[src/rtl/uart_loader_pkg.sv]
// Shared definitions for the UART weight loader: FSM states, abort codes, default sync marker.
package uart_loader_pkg;

  typedef enum logic [2:0] {
    ST_IDLE,
    ST_LEN_LO,
    ST_LEN_HI,
    ST_PAYLOAD,
    ST_CHECK
  } state_t;

  typedef enum logic [1:0] {
    ERR_NONE    = 2'd0,
    ERR_TIMEOUT = 2'd1,
    ERR_LEN     = 2'd2,
    ERR_CHK     = 2'd3
  } err_code_t;

  localparam logic [7:0] DEFAULT_SYNC_BYTE = 8'hA5;

endpackage

[src/rtl/uart_weight_loader_byte_gap_timer.sv]
// Inter-byte gap timer: reloads on every received byte, counts down while a frame is open,
// and flags expiry once TIMEOUT_CLKS idle clocks have elapsed.
module byte_gap_timer #(
  parameter int unsigned TIMEOUT_CLKS = 1_000_000
) (
  input  logic clk,
  input  logic rst,
  input  logic restart,
  input  logic run,
  output logic expire_c
);
  localparam int unsigned CNT_W = (TIMEOUT_CLKS < 1) ? 1 : $clog2(TIMEOUT_CLKS + 1);

  logic [CNT_W-1:0] cnt;

  // Reload on each byte, otherwise count down to zero while running
  always_ff @(posedge clk or posedge rst) begin
    if (rst) begin
      cnt <= CNT_W'(TIMEOUT_CLKS);
    end else if (restart) begin
      cnt <= CNT_W'(TIMEOUT_CLKS);
    end else if (run && (cnt != '0)) begin
      cnt <= cnt - CNT_W'(1);
    end
  end

  assign expire_c = run && (cnt == '0);

endmodule

[src/rtl/uart_weight_loader.sv]
// Framed weight-upload parser: SYNC, LEN_LO, LEN_HI, N little-endian words, optional CHK.
// Optional feature macro: UART_LOADER_CHECKSUM_EN (adds the trailing checksum byte and CHECK state).
module uart_weight_loader
  import uart_loader_pkg::*;
#(
  parameter int unsigned WORD_BYTES   = 2,
  parameter int unsigned ADDR_WIDTH   = 10,
  parameter logic [7:0]  SYNC_BYTE    = DEFAULT_SYNC_BYTE,
  parameter int unsigned TIMEOUT_CLKS = 1_000_000
) (
  input  logic                    clk,
  input  logic                    rst,
  input  logic [7:0]              rx_data,
  input  logic                    rx_ready,
  output logic                    wr_en,
  output logic [ADDR_WIDTH-1:0]   wr_addr,
  output logic [8*WORD_BYTES-1:0] wr_data,
  output logic                    busy,
  output logic                    done,
  output logic                    err,
  output logic [1:0]              err_code,
  output logic                    weights_valid
);
  localparam int unsigned DATA_W    = 8 * WORD_BYTES;
  localparam int unsigned IDX_W     = (WORD_BYTES > 1) ? $clog2(WORD_BYTES) : 1;
  localparam logic [32:0] MAX_WORDS = 33'd1 << ADDR_WIDTH;

  state_t                state, state_nx;
  logic [7:0]            len_lo, len_lo_nx;
  logic [15:0]           words_left, words_left_nx;
  logic [IDX_W-1:0]      byte_idx, byte_idx_nx;
  logic [DATA_W-1:0]     word, word_nx;
  logic [ADDR_WIDTH-1:0] waddr, waddr_nx;
  logic                  wr_en_nx, done_nx, err_nx, valid_nx;
  logic [ADDR_WIDTH-1:0] wr_addr_nx;
  logic [DATA_W-1:0]     wr_data_nx;
  logic [1:0]            err_code_nx;
`ifdef UART_LOADER_CHECKSUM_EN
  logic [7:0]            sum, sum_nx;
`endif

  logic [15:0] len_rx;
  logic        len_bad, len_zero, last_byte, last_word, expire_c;

  assign len_rx    = {rx_data, len_lo};
  assign len_bad   = 33'(len_rx) > MAX_WORDS;
  assign len_zero  = (len_rx == 16'd0);
  assign last_byte = (byte_idx == IDX_W'(WORD_BYTES - 1));
  assign last_word = (words_left == 16'd1);

  byte_gap_timer #(
    .TIMEOUT_CLKS(TIMEOUT_CLKS)
  ) u_gap_timer (
    .clk      (clk),
    .rst      (rst),
    .restart  (rx_ready),
    .run      (state != ST_IDLE),
    .expire_c (expire_c)
  );

  // State register
  always_ff @(posedge clk or posedge rst) begin
    if (rst) state <= ST_IDLE;
    else     state <= state_nx;
  end

  // Next-state logic; a byte arriving with the timeout takes priority
  always_comb begin
    state_nx = state;
    if (rx_ready) begin
      case (state)
        ST_IDLE:   if (rx_data == SYNC_BYTE) state_nx = ST_LEN_LO;
        ST_LEN_LO: state_nx = ST_LEN_HI;
        ST_LEN_HI: begin
          if (len_bad)       state_nx = ST_IDLE;
`ifdef UART_LOADER_CHECKSUM_EN
          else if (len_zero) state_nx = ST_CHECK;
`else
          else if (len_zero) state_nx = ST_IDLE;
`endif
          else               state_nx = ST_PAYLOAD;
        end
        ST_PAYLOAD: begin
`ifdef UART_LOADER_CHECKSUM_EN
          if (last_byte && last_word) state_nx = ST_CHECK;
`else
          if (last_byte && last_word) state_nx = ST_IDLE;
`endif
        end
        default:   state_nx = ST_IDLE;
      endcase
    end else if (expire_c) begin
      state_nx = ST_IDLE;
    end
  end

  // Datapath and output next values
  always_comb begin
    len_lo_nx     = len_lo;
    words_left_nx = words_left;
    byte_idx_nx   = byte_idx;
    word_nx       = word;
    waddr_nx      = waddr;
    wr_en_nx      = 1'b0;
    wr_addr_nx    = wr_addr;
    wr_data_nx    = wr_data;
    done_nx       = 1'b0;
    err_nx        = 1'b0;
    err_code_nx   = err_code;
    valid_nx      = weights_valid;
`ifdef UART_LOADER_CHECKSUM_EN
    sum_nx        = sum;
`endif
    if (rx_ready) begin
      case (state)
        ST_IDLE: begin
          if (rx_data == SYNC_BYTE) begin
            valid_nx    = 1'b0;
            err_code_nx = ERR_NONE;
            waddr_nx    = '0;
            byte_idx_nx = '0;
`ifdef UART_LOADER_CHECKSUM_EN
            sum_nx      = 8'd0;
`endif
          end
        end
        ST_LEN_LO: begin
          len_lo_nx = rx_data;
`ifdef UART_LOADER_CHECKSUM_EN
          sum_nx    = sum + rx_data;
`endif
        end
        ST_LEN_HI: begin
          words_left_nx = len_rx;
          byte_idx_nx   = '0;
`ifdef UART_LOADER_CHECKSUM_EN
          sum_nx        = sum + rx_data;
`endif
          if (len_bad) begin
            err_nx      = 1'b1;
            err_code_nx = ERR_LEN;
          end
`ifndef UART_LOADER_CHECKSUM_EN
          else if (len_zero) begin
            done_nx  = 1'b1;
            valid_nx = 1'b1;
          end
`endif
        end
        ST_PAYLOAD: begin
          for (int unsigned b = 0; b < WORD_BYTES; b++) begin
            if (byte_idx == IDX_W'(b)) word_nx[8*b +: 8] = rx_data;
          end
`ifdef UART_LOADER_CHECKSUM_EN
          sum_nx = sum + rx_data;
`endif
          if (last_byte) begin
            byte_idx_nx   = '0;
            wr_en_nx      = 1'b1;
            wr_addr_nx    = waddr;
            wr_data_nx    = word_nx;
            waddr_nx      = waddr + ADDR_WIDTH'(1);
            words_left_nx = words_left - 16'd1;
`ifndef UART_LOADER_CHECKSUM_EN
            if (last_word) begin
              done_nx  = 1'b1;
              valid_nx = 1'b1;
            end
`endif
          end else begin
            byte_idx_nx = byte_idx + IDX_W'(1);
          end
        end
`ifdef UART_LOADER_CHECKSUM_EN
        ST_CHECK: begin
          if (rx_data == sum) begin
            done_nx  = 1'b1;
            valid_nx = 1'b1;
          end else begin
            err_nx      = 1'b1;
            err_code_nx = ERR_CHK;
          end
        end
`endif
        default: ;
      endcase
    end else if (expire_c) begin
      err_nx      = 1'b1;
      err_code_nx = ERR_TIMEOUT;
    end
  end

  // Registered datapath and outputs
  always_ff @(posedge clk or posedge rst) begin
    if (rst) begin
      len_lo        <= '0;
      words_left    <= '0;
      byte_idx      <= '0;
      word          <= '0;
      waddr         <= '0;
      wr_en         <= 1'b0;
      wr_addr       <= '0;
      wr_data       <= '0;
      busy          <= 1'b0;
      done          <= 1'b0;
      err           <= 1'b0;
      err_code      <= ERR_NONE;
      weights_valid <= 1'b0;
`ifdef UART_LOADER_CHECKSUM_EN
      sum           <= '0;
`endif
    end else begin
      len_lo        <= len_lo_nx;
      words_left    <= words_left_nx;
      byte_idx      <= byte_idx_nx;
      word          <= word_nx;
      waddr         <= waddr_nx;
      wr_en         <= wr_en_nx;
      wr_addr       <= wr_addr_nx;
      wr_data       <= wr_data_nx;
      busy          <= (state_nx != ST_IDLE);
      done          <= done_nx;
      err           <= err_nx;
      err_code      <= err_code_nx;
      weights_valid <= valid_nx;
`ifdef UART_LOADER_CHECKSUM_EN
      sum           <= sum_nx;
`endif
    end
  end

endmodule

[config.mk]
export PLATFORM = sky130hd
export DESIGN_NAME = uart_weight_loader
export DESIGN_NICKNAME = d
export VERILOG_FILES = /design/src/rtl/uart_loader_pkg.sv /design/src/rtl/uart_weight_loader_byte_gap_timer.sv /design/src/rtl/uart_weight_loader.sv
export SDC_FILE = /design/constraint.sdc
export NUM_CORES = 1
export LEC_CHECK = 0
export CORE_MARGIN = 8
export CORE_UTILIZATION = 60
export CTS_CLUSTER_DIAMETER = 40
export DETAILED_ROUTE_END_ITERATION = 10
export DONT_BUFFER_PORTS = 1
export PLACE_DENSITY_LB_ADDON = 0.05
export SLEW_MARGIN = 15
export SYNTH_ARGS = -nofsm -noshare
export SYNTH_HDL_FRONTEND = slang
export SYNTH_SLANG_ARGS = --single-unit
[constraint.sdc]
create_clock -name clk -period 3.75 [get_ports clk]
set_input_delay 0.5625 -clock clk [delete_from_list [all_inputs] [get_ports clk]]
set_output_delay 0.5625 -clock clk [all_outputs]
set_load 0.02 [all_outputs]
==> out/metrics.cfg, run 1 <==
[run_status]
status=finished, final reports clean

[synth]
synth_compound_area_share_pct=10.43
syn_inst=498
synthMuxAreaShare_pct=4.013
mappedNetlistArea_um2=4740
ys_types=48
synth.net_count=514
synth_edf_count=0
synthAdderAreaFrac_pct=1.320
yosys_most_used_dff=dfrtp_1
synth_top_family_by_area=simple AND/OR/NAND/NOR gates
synth_xor_xnor_area_share_pct=4.065
async_flop_share_pct=100.0
ys_seq_area_share_pct=52.46
syn-mean-instance-area_um2=9.517
synth-simple-area-share_pct=24.89
ys_ff_latch=99
yosysWarnings=0

[global_routing]
grt_start_max_net_pins=41
grt-ovfl-total=0
antenna_found_initial=0
gr-usage-all-layers_pct=19.01
grt_pass1_vias=3501
grt_pass1_wl_um=17150

[setup_path]
crit_type=reg2reg
crit_path_start_kind=register
required_ns=3.99
cp.arrival_ns=2.65
cp-end-kind=register
path_max_fanout=30

[timing]
final-setup-viol-count=0
drv_slew=0
max_freq_mhz=414.3
relSlewSlack_pct=41.20
fin_skew_ns=0.01181
worst_slew_pin_slew_ns=0.8787
fin_setup_tns_ns=0
finalHoldViolations=0
finalCritPeriodShare_pct=64.36
rsz0062_at_grt=no
min_period_ns=2.414

[clocking]
clk_pin_slew_ns=0.11
clockBufferDepth=2
clk_latency_ns=0.37
cts_setup_buffers=0
cts_resized=0
hold_buffers=0
cts_max_level=3
cts_buffers=9
clkSinkCount=99
root_buffer=clkbuf_8
cts_tree=built

[layout]
drive_gt1_share_pct=10.93
register_area_um2=2486
multiInputGateArea_um2=2120
fill_cells=666
nets=505
fin_util_pct=64.88
area_delta_synth_final_pct=5.227
diodes=0

[die]
start_util_pct=61.65
die_x_um=104.9
ios=44
core_um2=7687
rows=32
die_area_um2=11000
die-height_um=104.9

[place]
io_buffers=0
dp_hpwl_um=7162
gp_congestion=0.8563

[detailed_routing]
firstDrtPassIters=4
ant_nets=0
routed_via_density=6.027
wl_um=10210
wl_per_cell_um=17.13
drtIter0Drc=178
drcViolationCount=0
vias=3592

[worst_hold_path]
hp-class=in2async

[power_and_ir_drop]
peakVddDrop_mv=0.2136
p_leak_nw=2.275
p_per_area_nw_per_um2=377.3
power.total_mw=1.882

[flow_run]
cap_viol_max_count=0

[cell families after synthesis]
logic type               Yosys count
AND/OR/NAND/NOR                  239
flip-flops                        99
AO/OA/AOI/OAI                     83
buffers and inverters             33
XOR/XNOR                          22
multiplexers                      17
adder cells (fa/ha/maj)            5
[cells in the mapped netlist, drive strengths merged, types with 6 or more instances]
cell type	n	area [um^2]
inv	8	30.03
nor4	12	90.09
nand3	17	85.08
clkbuf	22	82.58
xnor2	11	96.34
a21oi	26	130.1
nand2b	6	37.54
or4	11	90.08
o21ai	28	140.1
nand4	9	71.32
dfstp	7	183.9
dfrtp	92	2302
mux2	16	180.2
xor2	11	96.34
nor2	44	165.2
nor3	15	75.07
nand2	96	360.4
[worst max-delay path, cell delays in order (launching register included)]
cell	delay, ns
dfrtp_1	0.54
nand3b_1	0.16
or2_2	0.55
inv_1	0.57
nand4_1	0.21
xor2_1	0.19
nor2_1	0.06
[layout by cell type (no fill, tap or decap), types with 4 or more instances in the layout]
cell type / n
nor2_1: 44
nand3_1: 17
nand2_1: 96
ha_1: 5
mux2_2: 16
clkbuf_8: 9
a211oi_1: 4
xor2_1: 11
xnor2_1: 11
dfrtp_1: 92
nand3b_1: 4
nor4_1: 11
o22a_1: 4
and3_1: 5
inv_1: 7
o21ai_0: 28
a31oi_1: 5
buf_4: 5
or4_1: 9
dfstp_2: 7
nand4_1: 8
nand2b_1: 6
nor3_1: 15
a22oi_1: 5
a21oi_1: 26
[final cells by class]
cell class                 count  share of cell area (%)
sequential                    99                   49.85
timing repair buffer           5                  0.7526
tap                          102                   2.559
multi-input combinational    366                   42.50
inverter                       8                  0.6523
clock buffer                   9                   2.484
clock inverter                 7                   1.204
[state kept, by name, summed over array words and instances (netlist names), 2 cells and up]
name / flops
err_code: 2
len_lo: 8
state: 3
u_gap_timer.cnt: 20
waddr: 10
word: 8
words_left: 16
wr_addr: 10
wr_data: 16
[layer usage]
| layer | track usage, % | wire length (um) | vias to the layer above |
|---|---|---|---|
| li1 | - | - | 1714 |
| met1 | 23.10 | 4408 | 1780 |
| met2 | 31.95 | 5039 | 90 |
| met3 | 5.037 | 645 | 8 |
| met4 | 6.626 | 113 | 0 |
| met5 | 0 | 0 | - |
[metrics by stage]
step	hold slack (ns)	worst slack, ns	cells	area [um^2]
5_1_grt	0.09712	1.103	596	4987
3_5_place_dp	0.4517	1.375	580	4803
3_3_place_gp	0.4444	1.456	580	4803
6_report	0.07410	1.336	596	4987
2_1_floorplan	0.4348	0.6087	498	4740
4_1_cts	0.07180	1.341	596	4987
[where the power goes]
group / internal, mW / switching, mW / leakage [nW]
logic: 0.0409 / 0.0627 / 0.847
registers: 1.10 / 0.0358 / 1.33
clock network: 0.253 / 0.393 / 0.0961
[worst paths after layout]
path / to / slack (ns) / start / depth (start not counted)
worst min register to register: wr_data[6] / 0.47 / word[6] / 2
worst max register to register: waddr[4] / 1.34 / state[0] / 6
worst min-delay path: words_left[0] / 0.07 / rst / 1
max in group asynchronous: waddr[1] / 2.80 / rst / 2
min in group clk: u_gap_timer.cnt[15] / 0.25 / rx_ready / 1
worst max-delay path: waddr[4] / 1.34 / state[0] / 6
(Power assumes the default switching activity.)
==> run 2, diff against run 1 <==
--- a/config.mk
+++ b/config.mk
@@ -6,7 +6,7 @@
 export NUM_CORES = 1
 export LEC_CHECK = 0
 export CORE_MARGIN = 8
-export CORE_UTILIZATION = 60
+export CORE_UTILIZATION = 57
 export CTS_CLUSTER_DIAMETER = 40
 export DETAILED_ROUTE_END_ITERATION = 10
 export DONT_BUFFER_PORTS = 1
==> constraint.sdc (replaced) <==
create_clock -name clk -period 2.2 [get_ports clk]
set_input_delay 0.33 -clock clk [delete_from_list [all_inputs] [get_ports clk]]
set_output_delay 0.33 -clock clk [all_outputs]
set_load 0.02 [all_outputs]
==> out/metrics.cfg, run 2 (synthesis results as in run 1) <==
[place]
place_ws_ns=-0.08740
dp_hpwl_um=7241
place_area_um2=4949
gp_congestion=0.9051
io_buffers=0

[clocking]
clockBufferDepth=2
clk_pin_slew_ns=0.09
clk_latency_ns=0.36
cts_max_level=3
clkSinkCount=99
cts_buffers=9
root_buffer=clkbuf_8
hold_buffers=1
cts_tree=built

[setup_path]
required_ns=2.48
path_max_fanout=3
cp-end-kind=register
crit_type=reg2reg
crit_path_start_kind=register
cp.arrival_ns=2.44

[detailed_routing]
ant_nets=0
routed_via_density=5.876
top_layer_used=met4
vias=3684
met2_wirelength_um=5043
drtIter0Drc=169
wl_per_cell_um=16.74
wl_um=10500
wl_met1_um=4623
drcViolationCount=0
wl_met3_um=608
firstDrtPassIters=4

[run_status]
status=finished, final reports clean

[power_and_ir_drop]
p_leak_nw=2.424
p_per_area_nw_per_um2=631.5
peakVddDrop_mv=0.4381
power.total_mw=3.327

[layout]
nets=533
fill_cells=654
diodes=0
reg.largest.list=u_gap_timer.cnt: 20 flops, words_left: 16 flops, wr_data: 16 flops
drive_gt1_share_pct=16.67
largest_register=u_gap_timer.cnt
area_delta_synth_final_pct=11.14
layout_common_cells=nand2_1 (96), dfrtp_1 (92), nor2_1 (44), buf_4 (31), o21ai_0 (27)
fin_util_pct=64.76
finalInstanceArea_um2=5268
final_common_cell=nand2_1
largest_register_ffs=20

[timing]
finalCritPeriodShare_pct=98.01
fin_ws_ns=0.04386
fin_skew_ns=0.01382
fin_worst_hold_slack_ns=0.01681
finalHoldViolations=0
worst_slew_pin_slew_ns=0.6840
drv_slew=0
max_freq_mhz=463.8
min_period_ns=2.156
rsz0062_at_grt=yes
final-setup-viol-count=0
relSlewSlack_pct=54.31

[global_routing]
grt_pass1_vias=3500
antenna_found_initial=0
grt_start_max_net_pins=33
grt_pass1_wl_um=17280
grt-ovfl-total=0
gr-usage-all-layers_pct=18.68

[die]
die-height_um=107.2
core_um2=8134
ios=44
rows=33
die_area_um2=11490
die_x_um=107.2
start_util_pct=58.27

[flow_run]
cap_viol_max_count=0

[worst_hold_path]
hp-class=in2reg

==> run 2: where the power goes <==
group	internal, mW	switching, mW
clock	0.544	0.661
sequential	1.87	0.0593
combinational	0.0847	0.109
total	2.50	0.829
==> run 2: what timing repair did <==
action / in CTS / in global routing
pin swaps: 3 / 5
buffers inserted: 6 / 4
endpoints found under the hold margin: 23 / 1
endpoints found under the setup margin: 3 / 12
gates resized for setup: 0 / 7
==> run 2: through the flow <==
step                      setup TNS (ns)  instances
after floorplan                        0        498
after global placement          -0.06858        600
after detailed placement         -0.2196        600
after CTS                              0        623
after global routing             -0.1126        627
final                                  0        627
==> run 2: cell type report <==
cell class	count	area, um^2	area share (%)
sequential	99	2486	47.20
multi-input combinational	366	2147	40.76
timing repair buffer	33	262.8	4.988
tap	105	131.4	2.494
clock buffer	9	123.9	2.352
clock inverter	7	82.58	1.568
inverter	8	33.78	0.6413
==> run 2: metal layers <==
metal	global-route usage (%)	up-vias
met5	0	-
li1	-	1768
met4	8.141	0
met2	29.48	97
met1	23.84	1798
met3	4.619	21
==> run 2: worst paths after layout <==
kind / startpoint / endpoint / slack (ns) / cells after the start
worst max-delay path: u_gap_timer.cnt[5] / u_gap_timer.cnt[18] / 0.04 / 6
worst min-delay path: rx_ready / u_gap_timer.cnt[15] / 0.02 / 1
worst max register to register: u_gap_timer.cnt[5] / u_gap_timer.cnt[18] / 0.04 / 6
worst min register to register: word[7] / wr_data[7] / 0.47 / 2
max in group asynchronous: rst / words_left[5] / 0.91 / 3
min in group asynchronous: rst / u_gap_timer.cnt[11] / 0.55 / 2
==> run 2: critical path: stages, from the launching register on <==
cell     delay (ns)
dfrtp_1        0.40
or4_4          0.57
nor4_4         0.27
buf_4          0.19
nand4_4        0.11
o31a_1         0.24
or3_1          0.30
